--- src/rtl/mem_stage_pkg.sv ---
// Shared encodings for the memory-access stage: access sizes, FSM states and
// the sizing rule for the bus-timeout counter.
package mem_stage_pkg;

    localparam logic [1:0] SIZE_WORD = 2'b00;
    localparam logic [1:0] SIZE_HALF = 2'b01;
    localparam logic [1:0] SIZE_BYTE = 2'b10;
    localparam logic [1:0] SIZE_RSVD = 2'b11;

    typedef enum logic [1:0] {
        ST_IDLE = 2'd0,
        ST_REQ  = 2'd1,
        ST_DONE = 2'd2
    } state_t;

    // Wide enough to hold the value MAX_WAIT itself.
    function automatic int wait_cnt_w(input int max_wait);
        return $clog2(max_wait + 1);
    endfunction

endpackage

--- src/rtl/mem_access_stage_if.sv ---
// Data-memory request/acknowledge port; the stage is master, memory is slave.
// Single outstanding request, completed by a one-cycle DMemAck pulse.
interface mem_access_stage_if;

    logic        DMemReq;
    logic        DMemWe;
    logic [31:0] DMemAddr;
    logic [3:0]  DMemByteEn;
    logic [31:0] DMemWData;
    logic [31:0] DMemRData;
    logic        DMemAck;

    modport master (
        output DMemReq, DMemWe, DMemAddr, DMemByteEn, DMemWData,
        input  DMemRData, DMemAck
    );

    modport slave (
        input  DMemReq, DMemWe, DMemAddr, DMemByteEn, DMemWData,
        output DMemRData, DMemAck
    );

endinterface

--- src/rtl/mem_load_align.sv ---
// Selects the addressed byte/half lane of a read word and sign/zero-extends it.
// Purely combinational; no state, no backpressure.
module mem_load_align
    import mem_stage_pkg::*;
(
    input  logic [31:0] i_RData,
    input  logic [1:0]  i_Addr,
    input  logic [1:0]  i_Size,
    input  logic        i_Signed,
    output logic [31:0] o_Data
);

    logic [7:0]  w_Byte;
    logic [15:0] w_Half;

    always_comb begin
        w_Byte = i_RData[7:0];
        case (i_Addr)
            2'd0:    w_Byte = i_RData[7:0];
            2'd1:    w_Byte = i_RData[15:8];
            2'd2:    w_Byte = i_RData[23:16];
            default: w_Byte = i_RData[31:24];
        endcase
    end

    // Half lane ignores addr[0]; misaligned halves are trapped upstream when checked.
    assign w_Half = i_Addr[1] ? i_RData[31:16] : i_RData[15:0];

    always_comb begin
        o_Data = i_RData;
        case (i_Size)
            SIZE_BYTE: o_Data = {{24{i_Signed & w_Byte[7]}}, w_Byte};
            SIZE_HALF: o_Data = {{16{i_Signed & w_Half[15]}}, w_Half};
            default:   o_Data = i_RData;
        endcase
    end

endmodule

--- src/rtl/mem_access_stage.sv ---
// MEM stage: turns EX/MEM load/store control into one DMem transaction (>=3 cycles),
// holding Stall until done; DMemAck timeout -> BusError. MEM_ALIGN_CHECK_EN traps misaligned accesses.
module mem_access_stage
    import mem_stage_pkg::*;
#(
    parameter int MAX_WAIT = 15
) (
    input  logic                       Clock,
    input  logic                       Reset,
    input  logic                       MemRead_In,
    input  logic                       MemWrite_In,
    input  logic [1:0]                 MemSize_In,
    input  logic                       LoadSigned_In,
    input  logic [31:0]                Address_In,
    input  logic [31:0]                WriteData_In,
    mem_access_stage_if.master         dmem,
    output logic [31:0]                ReadData_Out,
    output logic                       Stall,
    output logic                       BusError,
    output logic                       Misaligned
);

    localparam int CNT_W = wait_cnt_w(MAX_WAIT);

    state_t             r_State;
    state_t             w_NextState;
    logic [CNT_W-1:0]   r_WaitCnt;
    logic               r_DMemReq;
    logic               r_DMemWe;
    logic [31:0]        r_DMemAddr;
    logic [3:0]         r_DMemByteEn;
    logic [31:0]        r_DMemWData;
    logic [31:0]        r_ReadData;
    logic               r_BusError;

    logic               w_Req;
    logic               w_Timeout;
    logic               w_Misalign;
    logic [3:0]         w_StoreBe;
    logic [31:0]        w_StoreWd;
    logic [31:0]        w_LoadVal;

    assign w_Req     = MemRead_In | MemWrite_In;
    assign w_Timeout = (r_WaitCnt == CNT_W'(MAX_WAIT));

`ifdef MEM_ALIGN_CHECK_EN
    logic r_Misaligned;

    assign w_Misalign = ((MemSize_In == SIZE_HALF) && Address_In[0]) ||
                        (((MemSize_In == SIZE_WORD) || (MemSize_In == SIZE_RSVD)) &&
                         (Address_In[1:0] != 2'b00));
    assign Misaligned = r_Misaligned;
`else
    assign w_Misalign = 1'b0;
    assign Misaligned = 1'b0;
`endif

    always_comb begin
        w_StoreBe = 4'b1111;
        w_StoreWd = WriteData_In;
        case (MemSize_In)
            SIZE_BYTE: begin
                w_StoreBe = 4'b0001 << Address_In[1:0];
                w_StoreWd = {4{WriteData_In[7:0]}};
            end
            SIZE_HALF: begin
                w_StoreBe = Address_In[1] ? 4'b1100 : 4'b0011;
                w_StoreWd = {2{WriteData_In[15:0]}};
            end
            default: begin
                w_StoreBe = 4'b1111;
                w_StoreWd = WriteData_In;
            end
        endcase
    end

    mem_load_align u_load_align (
        .i_RData  (dmem.DMemRData),
        .i_Addr   (Address_In[1:0]),
        .i_Size   (MemSize_In),
        .i_Signed (LoadSigned_In),
        .o_Data   (w_LoadVal)
    );

    always_ff @(posedge Clock) begin
        if (Reset) r_State <= ST_IDLE;
        else       r_State <= w_NextState;
    end

    always_comb begin
        w_NextState = r_State;
        case (r_State)
            ST_IDLE: if (w_Req) w_NextState = w_Misalign ? ST_DONE : ST_REQ;
            ST_REQ:  if (dmem.DMemAck || w_Timeout) w_NextState = ST_DONE;
            ST_DONE: w_NextState = ST_IDLE;
            default: w_NextState = ST_IDLE;
        endcase
    end

    // Low in DONE so MEM/WB captures ReadData_Out on the DONE->IDLE edge.
    always_comb begin
        Stall = 1'b0;
        if (!Reset)
            Stall = ((r_State == ST_IDLE) && w_Req) || (r_State == ST_REQ);
    end

    always_ff @(posedge Clock) begin
        if (Reset) begin
            r_WaitCnt    <= '0;
            r_DMemReq    <= 1'b0;
            r_DMemWe     <= 1'b0;
            r_DMemAddr   <= '0;
            r_DMemByteEn <= '0;
            r_DMemWData  <= '0;
            r_ReadData   <= '0;
            r_BusError   <= 1'b0;
`ifdef MEM_ALIGN_CHECK_EN
            r_Misaligned <= 1'b0;
`endif
        end else begin
            r_BusError <= 1'b0;
`ifdef MEM_ALIGN_CHECK_EN
            r_Misaligned <= 1'b0;
`endif
            case (r_State)
                ST_IDLE: begin
                    if (w_Req && !w_Misalign) begin
                        r_DMemReq    <= 1'b1;
                        r_DMemWe     <= MemWrite_In;
                        r_DMemAddr   <= {Address_In[31:2], 2'b00};
                        r_DMemByteEn <= MemWrite_In ? w_StoreBe : 4'b1111;
                        r_DMemWData  <= w_StoreWd;
                        r_WaitCnt    <= CNT_W'(1);
                    end
`ifdef MEM_ALIGN_CHECK_EN
                    else if (w_Req && w_Misalign) begin
                        r_ReadData   <= '0;
                        r_Misaligned <= 1'b1;
                    end
`endif
                end
                ST_REQ: begin
                    if (dmem.DMemAck || w_Timeout) begin
                        r_DMemReq    <= 1'b0;
                        r_DMemWe     <= 1'b0;
                        r_DMemAddr   <= '0;
                        r_DMemByteEn <= '0;
                        r_DMemWData  <= '0;
                        r_WaitCnt    <= '0;
                        // An ack in the final allowed cycle still counts as success.
                        if (dmem.DMemAck) begin
                            if (!r_DMemWe) r_ReadData <= w_LoadVal;
                        end else begin
                            r_ReadData <= '0;
                            r_BusError <= 1'b1;
                        end
                    end else begin
                        r_WaitCnt <= r_WaitCnt + CNT_W'(1);
                    end
                end
                default: ;
            endcase
        end
    end

    assign dmem.DMemReq    = r_DMemReq;
    assign dmem.DMemWe     = r_DMemWe;
    assign dmem.DMemAddr   = r_DMemAddr;
    assign dmem.DMemByteEn = r_DMemByteEn;
    assign dmem.DMemWData  = r_DMemWData;
    assign ReadData_Out    = r_ReadData;
    assign BusError        = r_BusError;

endmodule

--- src/flat_wrapper.sv ---
// flat-port wrapper written by rule: the top's interface ports become plain ports
module mem_access_stage_flat import mem_stage_pkg::*;
#(
    parameter int MAX_WAIT = 15
)
  (Clock, Reset, MemRead_In, MemWrite_In, MemSize_In, LoadSigned_In, Address_In, WriteData_In, ReadData_Out, Stall, BusError, Misaligned, dmem_DMemReq, dmem_DMemWe, dmem_DMemAddr, dmem_DMemByteEn, dmem_DMemWData, dmem_DMemRData, dmem_DMemAck);
  mem_access_stage_if dmem_i ();
  input  logic Clock;
  input  logic Reset;
  input  logic MemRead_In;
  input  logic MemWrite_In;
  input  logic [1:0] MemSize_In;
  input  logic LoadSigned_In;
  input  logic [31:0] Address_In;
  input  logic [31:0] WriteData_In;
  output logic [31:0] ReadData_Out;
  output logic Stall;
  output logic BusError;
  output logic Misaligned;
  output wire logic [$bits(dmem_i.DMemReq)-1:0] dmem_DMemReq;
  output wire logic [$bits(dmem_i.DMemWe)-1:0] dmem_DMemWe;
  output wire logic [$bits(dmem_i.DMemAddr)-1:0] dmem_DMemAddr;
  output wire logic [$bits(dmem_i.DMemByteEn)-1:0] dmem_DMemByteEn;
  output wire logic [$bits(dmem_i.DMemWData)-1:0] dmem_DMemWData;
  input wire logic [$bits(dmem_i.DMemRData)-1:0] dmem_DMemRData;
  input wire logic [$bits(dmem_i.DMemAck)-1:0] dmem_DMemAck;
  assign dmem_DMemReq = dmem_i.DMemReq;
  assign dmem_DMemWe = dmem_i.DMemWe;
  assign dmem_DMemAddr = dmem_i.DMemAddr;
  assign dmem_DMemByteEn = dmem_i.DMemByteEn;
  assign dmem_DMemWData = dmem_i.DMemWData;
  assign dmem_i.DMemRData = dmem_DMemRData;
  assign dmem_i.DMemAck = dmem_DMemAck;
  mem_access_stage #(.MAX_WAIT(MAX_WAIT)) u_core (.Clock(Clock), .Reset(Reset), .MemRead_In(MemRead_In), .MemWrite_In(MemWrite_In), .MemSize_In(MemSize_In), .LoadSigned_In(LoadSigned_In), .Address_In(Address_In), .WriteData_In(WriteData_In), .dmem(dmem_i), .ReadData_Out(ReadData_Out), .Stall(Stall), .BusError(BusError), .Misaligned(Misaligned));
endmodule
--- config.mk ---
export PLATFORM = sky130hd
export DESIGN_NAME = mem_access_stage_flat
export DESIGN_NICKNAME = d
export VERILOG_FILES = /design/src/rtl/mem_stage_pkg.sv /design/src/rtl/mem_access_stage_if.sv /design/src/rtl/mem_load_align.sv /design/src/rtl/mem_access_stage.sv /design/src/flat_wrapper.sv
export SDC_FILE = /design/constraint.sdc
export NUM_CORES = 1
export LEC_CHECK = 0
export ABC_AREA = 1
export ABC_CLOCK_PERIOD_IN_PS = 1600
export CAP_MARGIN = 5
export CORE_ASPECT_RATIO = 0.75
export CORE_UTILIZATION = 39
export DETAILED_ROUTE_END_ITERATION = 16
export GPL_ROUTABILITY_DRIVEN = 0
export PLACE_DENSITY_LB_ADDON = 0.12
export SLEW_MARGIN = 20
export SYNTH_ARGS = -nofsm -noshare
export SYNTH_HDL_FRONTEND = slang
export SYNTH_SLANG_ARGS = --single-unit
export TNS_END_PERCENT = 20
--- constraint.sdc ---
create_clock -name Clock -period 1.6 [get_ports Clock]
set_input_delay 0.24 -clock Clock [delete_from_list [all_inputs] [get_ports Clock]]
set_output_delay 0.24 -clock Clock [all_outputs]
set_load 0.01 [all_outputs]
==> reports/metrics.yaml <==
clock-root-buffer: "clkbuf_16"
yosys_warnings: 0
netlist_instances: 699
via_per_inst: 5.105
regArea_mm2: 0.002145
clkTransAtPathRegs_ns: 0.07
firstDrtPassIters: 7
ant_nets: 0
min_path_type: "input port to flip-flop"
setup_viol: 1
placementRows: 35
min_period_ns: 1.608
clkSinkCount: 107
slowest_stage: "dfxtp_2"
finalClockSkew_ns: 0.007627
io_pins: 209
drive_gt1_frac: 0.1759
drc: 0
start_util: 0.4057
violations: "setup timing"
grt_max_degree: 33
cap_violations: 0
h-tree-depth: 3
wirelength_um: 17440
die_w_um: 133.3
ys_ff_latch: 107
synth.distinct_cells: 38
antenna_found_initial: 0
clockBufferDepth: 2
fin_ws_ns: -0.007690
power_per_cell_area_mw_per_mm2: 910.1
drt-initial-drc-count: 444
grt_pass1_wl_um: 26650
async_reset_ff_frac: 0
port_buffers: 205
fin_crit_sh: 1.005
critPathBufInv: 2
p_leak_nw: 3.151
finalHoldViolations: 0
cp_cell_sequence: "ha_4 -> nand3_2 -> nand2_2 -> inv_2 -> nor2_4 -> nand3_4 -> clkbuf_16 -> nor2_1 -> nand2_1 -> a21oi_1"
dp_hpwl_um: 12830
synth_ff_type: "dfxtp_1"
design.die.area_mm2: 0.01340
crit_family: "simple AND/OR/NAND/NOR gates"
clkLatencyLatePin_ns: 0.34
cts_tree: "done"
slowest_delay_ns: 0.36
required_ns: 1.88
die_y_um: 100.5
rsz0062_at_grt: "true"
grt_pass1_vias: 5087
status: "finished, violations left"
slew_violations: 0
crit_path_end_kind: "flip-flop"
critPathMaxFanout: 7
fillCellCount: 1073
worstSetupPathType: "flip-flop to flip-flop"
whs_ns: 0.3622
grt_usage: 0.2527
coreArea_mm2: 0.01244
multi_input_area_mm2: 0.002520
nNetsFinal: 1040
cts_made_buffers: 9
synth_edf_count: 0
synth.avg_cell_area_um2: 7.219
area_growth_pct: 61.96
start_kind: "flip-flop"
num_vias: 5636
fmax_mhz: 622.0
wl_per_cell_um: 15.79
power.total_mw: 7.438
postCtsHoldBufs: 0
ys_seq_area_frac: 0.4245
netlist_area_mm2: 0.005046
ir_worst_vdd_v: 0.0005624
grt_overflow: 0
diodes: 0
critPathArrivalTime_ns: 1.88
==> worst min-delay path, cell delays in order <==
cell	delay (ns)
buf_2	0.17
nor2_1	0.10
nand3_1	0.08
o21ai_0	0.07
==> per-stage QoR <==
| step | TNS [ns] | util | worst slack [ns] | area, µm² | cells |
|---|---|---|---|---|---|
| 2_1_floorplan | 0 | - | 0.04814 | 5054 | 701 |
| 4_1_cts | 0 | 0.6384 | 0.01041 | 7940 | 1099 |
| 6_report | -0.007690 | 0.6571 | -0.007690 | 8173 | 1104 |
| 3_3_place_gp | -23.01 | 0.6128 | -0.3328 | 7621 | 1083 |
| 3_5_place_dp | -25.68 | 0.6128 | -0.3530 | 7621 | 1083 |
| 5_1_grt | -2.378 | 0.6571 | -0.09335 | 8173 | 1104 |
==> logic make-up after synthesis <==
family / Yosys count / synth area share
AO/OA/AOI/OAI: 169 / 0.2100
XOR/XNOR: 1 / 0.001736
adder cells (fa/ha/maj): 3 / 0.007439
buffers and inverters: 141 / 0.1158
flip-flops: 107 / 0.4245
other: 1 / 0.0007431
AND/OR/NAND/NOR: 277 / 0.2398
==> timing repair <==
| item | in CTS | in global routing |
|---|---|---|
| pin swaps | 0 | 22 |
| gates resized for setup | 4 | 52 |
| cloned | 0 | 2 |
| endpoints found under the setup margin | 12 | 97 |
| buffers inserted | 0 | 3 |
==> registers in the layout, indices dropped and copies added (netlist names) <==
signal / cells
u_core.dmem.DMemByteEn: 4
u_core.r_WaitCnt: 4
u_core.dmem.DMemWData: 32
u_core.BusError: 1
u_core.dmem.DMemAddr: 30
u_core.dmem.DMemReq: 1
u_core.r_State: 2
u_core.ReadData_Out: 32
u_core.dmem.DMemWe: 1
==> final timing paths <==
check | startpoint | to | slack [ns] | cells after the start
setup / recovery | u_core.r_WaitCnt[1] | u_core.ReadData_Out[29] | -0.008 | 10
hold / removal | Reset | u_core.r_WaitCnt[1] | 0.36 | 4
setup reg to reg | u_core.r_WaitCnt[1] | u_core.ReadData_Out[29] | -0.008 | 10
hold reg to reg | u_core.dmem.DMemAddr[18] | u_core.dmem.DMemAddr[18] | 0.46 | 2
==> layout make-up <==
class	count	area share
repair buffers	268	0.3226
clock buffers	10	0.02924
clock inverters	6	0.008726
well taps	166	0.02541
inverters	93	0.04333
flip-flops and latches	107	0.2624
multi-input cells	454	0.3083
==> placed cells by master, fill, tap and decap left out, drive strengths merged, types with 3 or more instances in the layout <==
master         instances
conb                   3
clkbuf                12
a21oi                 37
a22oi                  7
inv                   93
o21ai                 53
clkdlybuf4s50        203
nor2                  72
buf                   63
dfxtp                107
nand2                141
o211ai                32
clkinv                 4
ha                     3
nand3                 61
o22ai                 36
==> per-layer routing <==
| metal | track usage | up-vias | wire [µm] |
|---|---|---|---|
| met2 | 0.3714 | 241 | 7565 |
| li1 | - | 2767 | - |
| met4 | 0.08217 | 0 | 394 |
| met5 | 0 | - | 0 |
| met3 | 0.05631 | 38 | 1594 |
| met1 | 0.3641 | 2590 | 7881 |
==> Yosys cell counts, types with 2 or more instances <==
library cell / number / share of area
clkbuf_1: 24 / 0.018
o22ai_1: 36 / 0.045
o21ai_2: 4 / 0.0069
dfxtp_1: 107 / 0.42
nand3_1: 56 / 0.056
inv_1: 86 / 0.064
o211ai_1: 32 / 0.048
buf_1: 5 / 0.0037
a22oi_1: 7 / 0.010
a21oi_1: 26 / 0.026
buf_2: 13 / 0.013
buf_4: 4 / 0.0060
o21ai_1: 31 / 0.031
nand3_4: 2 / 0.0069
a21oi_2: 11 / 0.019
nand3_2: 2 / 0.0040
nor2_2: 2 / 0.0025
nand2_1: 128 / 0.095
inv_2: 6 / 0.0045
nor2_1: 69 / 0.051
nand2_2: 12 / 0.015
o21ai_0: 18 / 0.018
ha_1: 3 / 0.0074
==> where the power goes <==
group          switching (mW)  total [mW]  internal [mW]
combinational            1.03        2.09           1.06
clock                    1.06        2.33           1.28
sequential              0.126        3.01           2.89
Power figures use the tool's default switching activity.
